$ cat src/rtl/l1_req_txn_seq_pkg.sv
// Shared encodings for the L1 CPU-request sequencer: sequencer states, req_status bits,
// MESI block states and the downstream snoop request / response opcodes.
package l1_req_txn_seq_pkg;

  typedef enum logic [2:0] {
    REQ_IDLE       = 3'd0,
    REQ_LOOKUP     = 3'd1,
    REQ_SDREQ      = 3'd2,
    REQ_WAIT_SURSP = 3'd3,
    REQ_RSP_CURSP  = 3'd4,
    REQ_ERR        = 3'd5
  } req_state_e;

  localparam int READ_HIT   = 0;
  localparam int WRITE_HIT  = 1;
  localparam int READ_MISS  = 2;
  localparam int WRITE_MISS = 3;

  localparam logic [2:0] INVALID   = 3'd0;
  localparam logic [2:0] SHARED    = 3'd1;
  localparam logic [2:0] EXCLUSIVE = 3'd2;
  localparam logic [2:0] MODIFIED  = 3'd3;

  localparam logic [2:0] SDREQ_NONE = 3'd0;
  localparam logic [2:0] SDREQ_RD   = 3'd1;
  localparam logic [2:0] SDREQ_RDX  = 3'd2;
  localparam logic [2:0] SDREQ_INV  = 3'd3;

  localparam logic [2:0] SURSP_NONE  = 3'd0;
  localparam logic [2:0] SURSP_FETCH = 3'd1;
  localparam logic [2:0] SURSP_SNOOP = 3'd2;

  function automatic logic [3:0] req_status_enc(input logic wr, input logic hit);
    logic [3:0] s;
    s = '0;
    case ({wr, hit})
      2'b01:   s[READ_HIT]   = 1'b1;
      2'b11:   s[WRITE_HIT]  = 1'b1;
      2'b00:   s[READ_MISS]  = 1'b1;
      default: s[WRITE_MISS] = 1'b1;
    endcase
    return s;
  endfunction

endpackage

$ cat src/rtl/l1_req_timeout_cnt.sv
// 8-bit wait counter for the snoop-response phase; lim_o flags the increment that
// would reach LIMIT.
module l1_req_timeout_cnt #(
  parameter int LIMIT = 255
) (
  input  logic clk,
  input  logic rst_n,
  input  logic clr_i,
  input  logic inc_i,
  output logic lim_o
);

  localparam logic [7:0] LAST = 8'(LIMIT - 1);

  logic [7:0] cnt_q, cnt_d;

  always_comb begin
    cnt_d = cnt_q;
    if (clr_i)      cnt_d = '0;
    else if (inc_i) cnt_d = cnt_q + 8'd1;
  end

  always_ff @(posedge clk or negedge rst_n) begin
    if (!rst_n) cnt_q <= '0;
    else        cnt_q <= cnt_d;
  end

  assign lim_o = inc_i && (cnt_q == LAST);

endmodule

$ cat src/rtl/l1_req_txn_seq.sv
// CPU-side L1 request sequencer: lookup classification, downstream snoop request,
// snoop-response wait with timeout, block-state commit and CPU response handshake.
module l1_req_txn_seq
  import l1_req_txn_seq_pkg::*;
#(
  parameter int ADDR_WIDTH  = 32,
  parameter int TIMEOUT_CYC = 255
) (
  input  logic                  clk,
  input  logic                  rst_n,
  input  logic                  cpreq_valid,
  output logic                  cpreq_ready,
  input  logic                  cpreq_op,
  input  logic [ADDR_WIDTH-1:0] cpreq_addr,
  input  logic                  lkup_hit,
  input  logic [2:0]            blk_curSt,
  output logic [3:0]            req_status,
  output logic [2:0]            req_curSt,
  output logic [2:0]            sursp_rsp,
  input  logic [2:0]            blk_nxtSt,
  input  logic [2:0]            init_sdreq,
  output logic                  sdreq_valid,
  input  logic                  sdreq_ready,
  output logic [2:0]            sdreq_op,
  output logic [ADDR_WIDTH-1:0] sdreq_addr,
  input  logic                  sursp_valid,
  input  logic [2:0]            sursp_in,
  output logic                  cursp_valid,
  input  logic                  cursp_ready,
  output logic                  blk_wr_en,
  output logic [2:0]            blk_wr_st,
  output logic                  timeout_err
);

  req_state_e            state_q;
  logic                  op_q;
  logic [ADDR_WIDTH-1:0] addr_q;
  logic [3:0]            status_q;
  logic [2:0]            sursp_q, sdop_q;
  logic                  rdy_q, sdvld_q, sdnew_q, cuvld_q, err_q;
  logic                  hit_eff, to_clr, to_inc, to_lim;

  assign hit_eff = lkup_hit && (blk_curSt != INVALID);
  assign to_clr  = (state_q == REQ_SDREQ) && sdreq_ready;
  assign to_inc  = (state_q == REQ_WAIT_SURSP) && !sursp_valid;

  l1_req_timeout_cnt #(.LIMIT(TIMEOUT_CYC)) u_to_cnt (
    .clk   (clk),
    .rst_n (rst_n),
    .clr_i (to_clr),
    .inc_i (to_inc),
    .lim_o (to_lim)
  );

  always_ff @(posedge clk or negedge rst_n) begin
    if (!rst_n) begin
      state_q  <= REQ_IDLE;
      op_q     <= 1'b0;
      addr_q   <= '0;
      status_q <= '0;
      sursp_q  <= '0;
      sdop_q   <= '0;
      rdy_q    <= 1'b0;
      sdvld_q  <= 1'b0;
      sdnew_q  <= 1'b0;
      cuvld_q  <= 1'b0;
      err_q    <= 1'b0;
    end else begin
      sdnew_q <= 1'b0;
      case (state_q)
        REQ_IDLE: begin
          rdy_q <= 1'b1;
          if (rdy_q && cpreq_valid) begin
            op_q    <= cpreq_op;
            addr_q  <= cpreq_addr;
            sursp_q <= '0;
            rdy_q   <= 1'b0;
            state_q <= REQ_LOOKUP;
          end
        end
        REQ_LOOKUP: begin
          status_q <= req_status_enc(op_q, hit_eff);
          // A write to a SHARED copy must invalidate the other sharers first.
          if (!hit_eff || (op_q && blk_curSt == SHARED)) begin
            sdvld_q <= 1'b1;
            sdnew_q <= 1'b1;
            state_q <= REQ_SDREQ;
          end else begin
            cuvld_q <= 1'b1;
            state_q <= REQ_RSP_CURSP;
          end
        end
        REQ_SDREQ: begin
          if (sdnew_q) sdop_q <= init_sdreq;
          if (sdreq_ready) begin
            sdvld_q <= 1'b0;
            state_q <= REQ_WAIT_SURSP;
          end
        end
        REQ_WAIT_SURSP: begin
          if (sursp_valid) begin
            sursp_q <= sursp_in;
            cuvld_q <= 1'b1;
            state_q <= REQ_RSP_CURSP;
          end else if (to_lim) begin
            err_q   <= 1'b1;
            state_q <= REQ_ERR;
          end
        end
        REQ_RSP_CURSP: begin
          if (cursp_ready) begin
            cuvld_q  <= 1'b0;
            status_q <= '0;
            rdy_q    <= 1'b1;
            state_q  <= REQ_IDLE;
          end
        end
        REQ_ERR: err_q <= 1'b1;
        default: begin
          sdvld_q  <= 1'b0;
          cuvld_q  <= 1'b0;
          status_q <= '0;
          state_q  <= REQ_IDLE;
        end
      endcase
    end
  end

  // The FSM only sees the new req_status in the first SDREQ cycle, so that cycle
  // forwards init_sdreq directly while the register captures it for the rest of the stall.
  assign sdreq_op    = sdnew_q ? init_sdreq : sdop_q;
  assign sdreq_valid = sdvld_q;
  assign sdreq_addr  = addr_q;
  assign cpreq_ready = rdy_q;
  assign req_status  = status_q;
  assign req_curSt   = state_q;
  assign sursp_rsp   = sursp_q;
  assign cursp_valid = cuvld_q;
  assign blk_wr_en   = cuvld_q && cursp_ready;
  assign blk_wr_st   = cuvld_q ? blk_nxtSt : INVALID;
  assign timeout_err = err_q;

endmodule
$ cat config.mk
export PLATFORM = sky130hd
export DESIGN_NAME = l1_req_txn_seq
export DESIGN_NICKNAME = d
export VERILOG_FILES = /design/src/rtl/l1_req_txn_seq_pkg.sv /design/src/rtl/l1_req_timeout_cnt.sv /design/src/rtl/l1_req_txn_seq.sv
export SDC_FILE = /design/constraint.sdc
export NUM_CORES = 1
export LEC_CHECK = 0
export ABC_AREA = 1
export CORE_MARGIN = 3
export CORE_UTILIZATION = 45
export DETAILED_ROUTE_END_ITERATION = 10
export GPL_ROUTABILITY_DRIVEN = 1
export PLACE_DENSITY = 0.81
export SETUP_SLACK_MARGIN = 0.1
export SLEW_MARGIN = 20
export SYNTH_ARGS = -nofsm -noshare
export SYNTH_HDL_FRONTEND = slang
export SYNTH_HIERARCHICAL = 1
export SYNTH_SLANG_ARGS = --single-unit
$ cat constraint.sdc
create_clock -name clk -period 4.3 [get_ports clk]
set_input_delay 1.075 -clock clk [delete_from_list [all_inputs] [get_ports clk]]
set_output_delay 1.075 -clock clk [all_outputs]
set_load 0.02 [all_outputs]
==> results.txt, run 1 <==
----------------------------------------------------
[Floorplan]
  Row Count ... 27
  Height of the die ... 84.3 um
  Floorplan die width ... between 80 and 90 um
  Placeable core region ... around 5700 um2
  Number of top-level pins ... between 100 and 150
  Initial Util ... between 40 and 50%
  Die Area ... 7110 um2

[Route]
  Number of DRC markers after the initial detailed-route iteration ... 110
  Number of design rule violations left after detail routing ... 0
  Number of optimization iterations in the first detailed-route pass ... 5
  Per-cell routed wire length ... 12.6 um
  Via density ... roughly 4.7
  Detailed-route wire length ... 6.71 mm
  Routed vias ... between 2,000 and 3,000
  Detail Route Antenna Nets ... 0

[Critical path]
  Data arrival time of the critical path ... around 2300 ps
  Cell with the largest stage delay on the worst path ... clkdlybuf4s50_1
  Most common cell on crit path ... clkdlybuf4s50_1
  Endpoint kind of the worst setup timing path ... output port
  Startpoint-to-endpoint class of the critical path ... in -> out
  Type of origin of the critical path ... input pin
  Required time of the critical path ... 3220 ps
  Cell breakdown of the critical path ... clkdlybuf4s50_1 > nand2_1 > o21ai_0 > clkdlybuf4s50_1
  Maximum net fanout on the critical path ... 2
  Largest stage delay on the critical path ... 650 ps

[Global route]
  Number of global-route vias before repair ... 2,516
  Total overflow reported by the global router ... 0
  Initial antenna violation count ... 0
  Largest net degree at the start of global routing ... 42
  First-pass GRT wire length ... approximately 11 mm
  Tot GR Track Use ... between 20 and 25%

[Power]
  Cell Pwr Density ... 690 nW/um2
  Static leakage ... ~2.1 nW
  Peak VDD IR ... roughly 470 uV

[Final layout]
  Layout-stage area growth over the synthesis result ... 47.9%
  Area of all placed cells without fillers ... 4080 um2
  Final core utilization ... a little under three quarters
  Final net count ... 508
  Layout cell share with drive strength beyond 1 ... under 10%
  ANT cells ... 0

[Synth]
  Area share of fa/ha/maj cells after synthesis ... less than 1%
  Dominant combinational cell family by area after synthesis ... simple AND/OR/NAND/NOR gates
  Top cells by area, synth ... dfrtp_1 53%, nand2_1 14%, inv_1 8.7%, o21ai_1 5.8%, nand3_1 4.2%
  Synth warn ... 6
  Share of the synthesized netlist area taken by xor and xnor gates ... 0%
  Net Count, Synth ... about 400
  Share of the synthesized area in the top cell type ... 53.5%
  Synth Register Bits ... 59
  Cell types with the highest counts after synthesis ... 101 x nand2_1, 64 x inv_1, 59 x dfrtp_1
  Prevailing post-synth register cell ... dfrtp_1
  Number of distinct library cells after synthesis ... 23
  Gate count after technology mapping ... 345
  Cell area after technology mapping ... ~2800 um2
  Synth Area per Inst ... 8.00 um2
  Multiplexer share of the synthesized area ... 0%
  Compound-cell area share of the yosys netlist ... under 10%
  Proportion of synthesized chip area in sequential cells ... a little over half
  Simple-gate share of the synthesized area ... between 20% and 30%
  Number of synthesized flops with an enable pin ... 0
  Share of synthesized flip-flops with an asynchronous set or reset ... 100%
  Most instantiated library cell after synthesis ... nand2_1
  Synth area leader ... dfrtp_1

[STA]
  Final setup violation count ... 0
  Total negative slack ... 0 ps
  Post-route minimum period ... around 3400 ps
  Final Skew ... approximately 6.7 ps
  Setup ws final ... slightly above 900 ps
  Upper clock frequency limit ... just under 300 MHz
  Setup repair after global routing missed its margin ... false
  Tightest hold margin ... around 460 ps
  Share of the clock period used by the worst path ... between 70% and 80%
  Worst-margin pin slew ... ~840 ps
  Slew Viols, Final ... 0
  Rel. slew slack ... ~44%
  Fin. Hold Viols ... 0

[Clocking]
  Clock transition at the registers of the reported paths ... about 60 ps
  Clock sink count ... 59
  Root cell of the clock tree ... clkbuf_8
  H-tree levels ... 3
  Resized Gates After CTS ... 0
  Number of buffers between clock root and the deepest sink ... 2
  CTS tree ... done
  Buffers inserted by post-CTS timing repair ... 0
  Skew-Pair Late Insertion Delay ... about 330 ps
  TritonCTS Buffers ... 9
  Post-CTS Hold Fix Bufs ... 0

[Worst hold path]
  Tightest Hold Check Type ... reg -> reg

[Flow run]
  Total of max-cap violations ... 0

[Place]
  Worst Setup Slack post-DPL ... just over 900 ps
  Weighted congestion reported at the end of routability-driven placement ... between 0.8 and 0.9
  Count of buffers from port buffering ... 104
  Placed standard-cell area ... 3850 um2
  DP Wirelength ... about 5 mm

[Outcome]
  Outcome ... finished clean

----------------------------------------------------
==> power by group <==
part	leakage [nW]	switching, W	internal [W]
logic	1.20	0.000730	0.000576
registers	0.752	0.000160	0.000780
clock network	0.113	0.000214	0.000357
==> sequential cells by signal, indices dropped and copies added (netlist names) <==
register / cells
sursp_rsp: 3
timeout_err: 1
sdreq_valid: 1
u_to_cnt/cnt_q: 8
op_q: 1
sdnew_q: 1
sdop_q: 3
cpreq_ready: 1
req_status: 4
cursp_valid: 1
sdreq_addr: 32
req_curSt: 3
==> placed cells by master, fill, tap and decap left out <==
cell / count
a21o_1: 1
a21oi_1: 5
a21oi_2: 1
buf_2: 1
buf_4: 2
bufinv_16: 2
clkbuf_1: 1
clkbuf_8: 11
clkdlybuf4s50_1: 103
clkinv_2: 1
clkinvlp_4: 1
dfrtp_1: 59
ha_1: 2
inv_1: 64
inv_2: 2
nand2_1: 101
nand2_2: 2
nand3_1: 23
nand3_2: 2
nand4_1: 3
nor2_1: 18
nor2_2: 3
nor2_4: 4
nor3_1: 1
nor3_2: 1
o21ai_0: 11
o21ai_1: 32
o21bai_1: 1
o311ai_0: 1
==> worst max-delay path: cells and delay by family <==
| family | cells | cell delay, ps |
|---|---|---|
| AND/OR/NAND/NOR | 1 | 50 |
| buffers and inverters | 2 | 1100 |
| AO/OA/AOI/OAI | 1 | 100 |
==> per-layer routing <==
metal  track usage, %  vias up  routed length (um)
met3             6.48        7                 484
li1                 -     1285                   -
met4             7.89        0                  89
met2             35.1       74                3410
met1             23.1     1145                2720
met5                0        -                   0
==> logic make-up after synthesis <==
group                    after synthesis
adder cells (fa/ha/maj)                2
flip-flops                            59
AND/OR/NAND/NOR                      158
AO/OA/AOI/OAI                         52
buffers and inverters                 74
==> worst paths after layout <==
path	from	end	slack [ps]	cells after the start
worst min register to register	timeout_err	timeout_err	460	1
worst min-delay path	timeout_err	timeout_err	460	1
worst max register to register	req_curSt[2]	req_curSt[1]	2070	12
max in group asynchronous	rst_n	req_status[0]	2660	2
worst max-delay path	init_sdreq[2]	sdreq_op[2]	900	4
min in group asynchronous	rst_n	sdreq_addr[15]	830	1
==> layout make-up <==
class | instances | area [um2]
Multi-Input combinational cell | 212 | 990
Tap cell | 72 | 90.1
Timing Repair Buffer | 106 | 1050
Clock buffer | 12 | 155
Sequential cell | 59 | 1480
Fill cell | 440 | 1630
Clock inverter | 4 | 72.6
Inverter | 66 | 248
==> through the flow <==
stage | std cells | power, W
after floorplan | 345 | 0.00166
after global placement | 515 | 0.00221
after detailed placement | 515 | 0.00226
after CTS | 531 | 0.00284
after global routing | 531 | 0.00302
final | 531 | 0.00282
Note: power is estimated with default switching activity, not from simulation.
==> inputs of run 2 (changes only) <==
--- a/config.mk
+++ b/config.mk
@@ -7,10 +7,10 @@
 export LEC_CHECK = 0
 export ABC_AREA = 1
 export CORE_MARGIN = 3
-export CORE_UTILIZATION = 45
+export CORE_UTILIZATION = 44
 export DETAILED_ROUTE_END_ITERATION = 10
 export GPL_ROUTABILITY_DRIVEN = 1
-export PLACE_DENSITY = 0.81
+export PLACE_DENSITY = 0.79
 export SETUP_SLACK_MARGIN = 0.1
 export SLEW_MARGIN = 20
 export SYNTH_ARGS = -nofsm -noshare
==> constraint.sdc (replaced) <==
create_clock -name clk -period 3.48 [get_ports clk]
set_input_delay 0.87 -clock clk [delete_from_list [all_inputs] [get_ports clk]]
set_output_delay 0.87 -clock clk [all_outputs]
set_load 0.02 [all_outputs]
==> results.txt, run 2 (synthesized netlist as in run 1, its figures left out) <==
----------------------------------------------------
[Critical path]
  Required time of the critical path ... 2610 ps (-610 ps)
  Most common cell on crit path ... clkdlybuf4s50_1
  Largest stage delay on the critical path ... 660 ps (about the same)
  Data arrival time of the critical path ... 2140 ps (-180 ps)
  Maximum net fanout on the critical path ... 2 (unchanged)
  Startpoint-to-endpoint class of the critical path ... in -> out
  Type of origin of the critical path ... input pin
  Cell with the largest stage delay on the worst path ... clkdlybuf4s50_1
  Cell breakdown of the critical path ... clkdlybuf4s50_1 > nand2_1 > o21ai_0 > clkdlybuf4s50_1
  Endpoint kind of the worst setup timing path ... output port

[Route]
  Number of DRC markers after the initial detailed-route iteration ... 101 (-8.2%)
  Routed vias ... 2,533 (+0.88%)
  Detailed-route wire length ... 6.50 mm (-3.1%)
  Per-cell routed wire length ... 12.2 um (-3.5%)
  Via density ... 4.75 (+0.50%)
  Number of design rule violations left after detail routing ... 0 (unchanged)
  Number of optimization iterations in the first detailed-route pass ... 4 (-1)
  Detail Route Antenna Nets ... 0 (unchanged)

[Final layout]
  ANT cells ... 0 (unchanged)
  Multi-input combinational cell area ... 990 um2 (unchanged)
  Top library cells by usage in the layout, fill and taps aside ... 103 x clkdlybuf4s50_1, 101 x nand2_1, 64 x inv_1, 59 x dfrtp_1, 32 x o21ai_1
  Layout-stage area growth over the synthesis result ... 48.1% (about the same)
  Final net count ... 508 (unchanged)
  Layout cell share with drive strength beyond 1 ... 7.21% (+0.016 points)
  Commonest non-fill, non-tap cell in the layout ... clkdlybuf4s50_1
  Number of flip-flops under the largest register name ... 32 (unchanged)
  Fill cell count ... 483 (+9.8%)
  Register Area ... 1480 um2 (unchanged)

[Power]
  Static leakage ... 2.07 nW (about the same)
  Peak VDD IR ... 423 uV (-9.8%)
  Cell Pwr Density ... 845 nW/um2 (+22%)

[Clocking]
  Buffers inserted by post-CTS timing repair ... 0 (unchanged)
  CTS tree ... done
  H-tree levels ... 3 (unchanged)
  Clock sink count ... 59 (unchanged)
  Resized Gates After CTS ... 0 (unchanged)
  Skew-Pair Late Insertion Delay ... 340 ps (about the same)
  Root cell of the clock tree ... clkbuf_8
  Number of buffers between clock root and the deepest sink ... 2 (unchanged)
  Clock transition at the registers of the reported paths ... 60 ps (about the same)
  Post-CTS Hold Fix Bufs ... 0 (unchanged)
  TritonCTS Buffers ... 9 (unchanged)

[STA]
  Setup ws final ... 473 ps (-432 ps)
  Total negative slack ... 0 ps (unchanged)
  Share of the clock period used by the worst path ... between 80 and 90%
  Setup repair after global routing missed its margin ... false
  Slew Viols, Final ... 0 (unchanged)
  Tightest hold margin ... 486 ps (+25.6 ps)
  Final setup violation count ... 0 (unchanged)
  Upper clock frequency limit ... between 300 and 400 MHz
  Rel. slew slack ... 52.1% (+8.3 points)
  Worst-margin pin slew ... 718 ps (-125 ps)
  Final Skew ... 8.07 ps (+1.35 ps)
  Post-route minimum period ... 3010 ps
  Fin. Hold Viols ... 0 (unchanged)

[Floorplan]
  Row Count ... 28 (+3.7%)
  Die Area ... 7260 um2 (+2.1%)
  Floorplan die width ... 85.2 um (+1.0%)
  Placeable core region ... 5990 um2 (+4.9%)
  Initial Util ... 46.1% (-2.3 points)
  Number of top-level pins ... 105 (unchanged)
  Height of the die ... 85.2 um (+1.0%)

[Global route]
  Initial antenna violation count ... 0 (unchanged)
  Largest net degree at the start of global routing ... 71 (+69%)
  Met3 usage in global routing ... 4.08% (-2.4 points)
  Met2 Track Usage GR ... 30.5% (-4.6 points)
  Global-route met1 utilization ... 23.7% (+0.56 points)
  Gr busiest metal ... met2
  First-pass GRT wire length ... 11.0 mm (-4.3%)
  Total overflow reported by the global router ... 0 (unchanged)
  Tot GR Track Use ... 18.9% (-1.3 points)
  Number of global-route vias before repair ... 2,399 (-4.7%)

[Place]
  Worst Setup Slack post-DPL ... 477 ps (-433 ps)
  Count of buffers from port buffering ... 104 (unchanged)
  Weighted congestion reported at the end of routability-driven placement ... 0.890 (+9.6%)
  DP Wirelength ... 4.83 mm (-2.5%)

[Outcome]
  Outcome ... finished clean

[Worst hold path]
  Tightest Hold Check Type ... reg -> reg

[Flow run]
  Total of max-cap violations ... 0 (unchanged)

----------------------------------------------------
==> run 2: changes by cell type in the layout (fill, tap and decap cells not counted), sizes merged <==
| cell | change |
|---|---|
| clkbuf | -2 |
| clkinv | +1 |
==> run 2: area by class of cell <==
type                    instances  area share, %
clock inverters                 5           1.90
repair buffers                106           26.0
flip-flops and latches         59           36.1
well taps                      75           2.30
clock buffers                  10           3.37
inverters                      66           6.06
multi-input cells             212           24.2
==> run 2: report_power, final <==
part / switching (W) / internal [W] / leakage [nW]
Combinational: 0.000894 / 0.000720 / 1.21
Sequential: 0.000195 / 0.000964 / 0.752
Clock: 0.000266 / 0.000416 / 0.108
==> run 2: layer usage <==
layer | wire [um] | vias to the layer above | part of all wire (%)
li1 | - | 1287 | -
met2 | 3120 | 79 | 48
met4 | 144 | 0 | 2.2
met5 | 0 | - | 0
met1 | 2840 | 1153 | 44
met3 | 399 | 14 | 6.1
==> run 2: final timing paths <==
kind                             endpoint          start  cells past startpoint  slack (ps)
setup / recovery              sdreq_op[2]  init_sdreq[2]                      4         470
hold / removal                timeout_err    timeout_err                      1         490
setup reg to reg             req_curSt[1]   req_curSt[2]                     12        1180
hold reg to reg               timeout_err    timeout_err                      1         490
max in group asynchronous    sursp_rsp[0]          rst_n                      2        2080
min in group asynchronous  sdreq_addr[21]          rst_n                      1         580
==> run 2: worst max-delay path: cells and delay by family <==
kind | cells | cell delay [ps]
compound gates | 1 | 110
simple gates | 1 | 40
buf+inv | 2 | 1110
==> run 2: metrics by stage <==
step,instance area [um2],total power [W],std cells,util (%)
floorplan,2760,0.00205,345,-
global placement,3870,0.00275,518,64.6
detailed placement,3870,0.00279,518,64.6
CTS,4090,0.00349,533,68.2
global route,4090,0.00370,533,68.2
finish,4090,0.00345,533,68.2
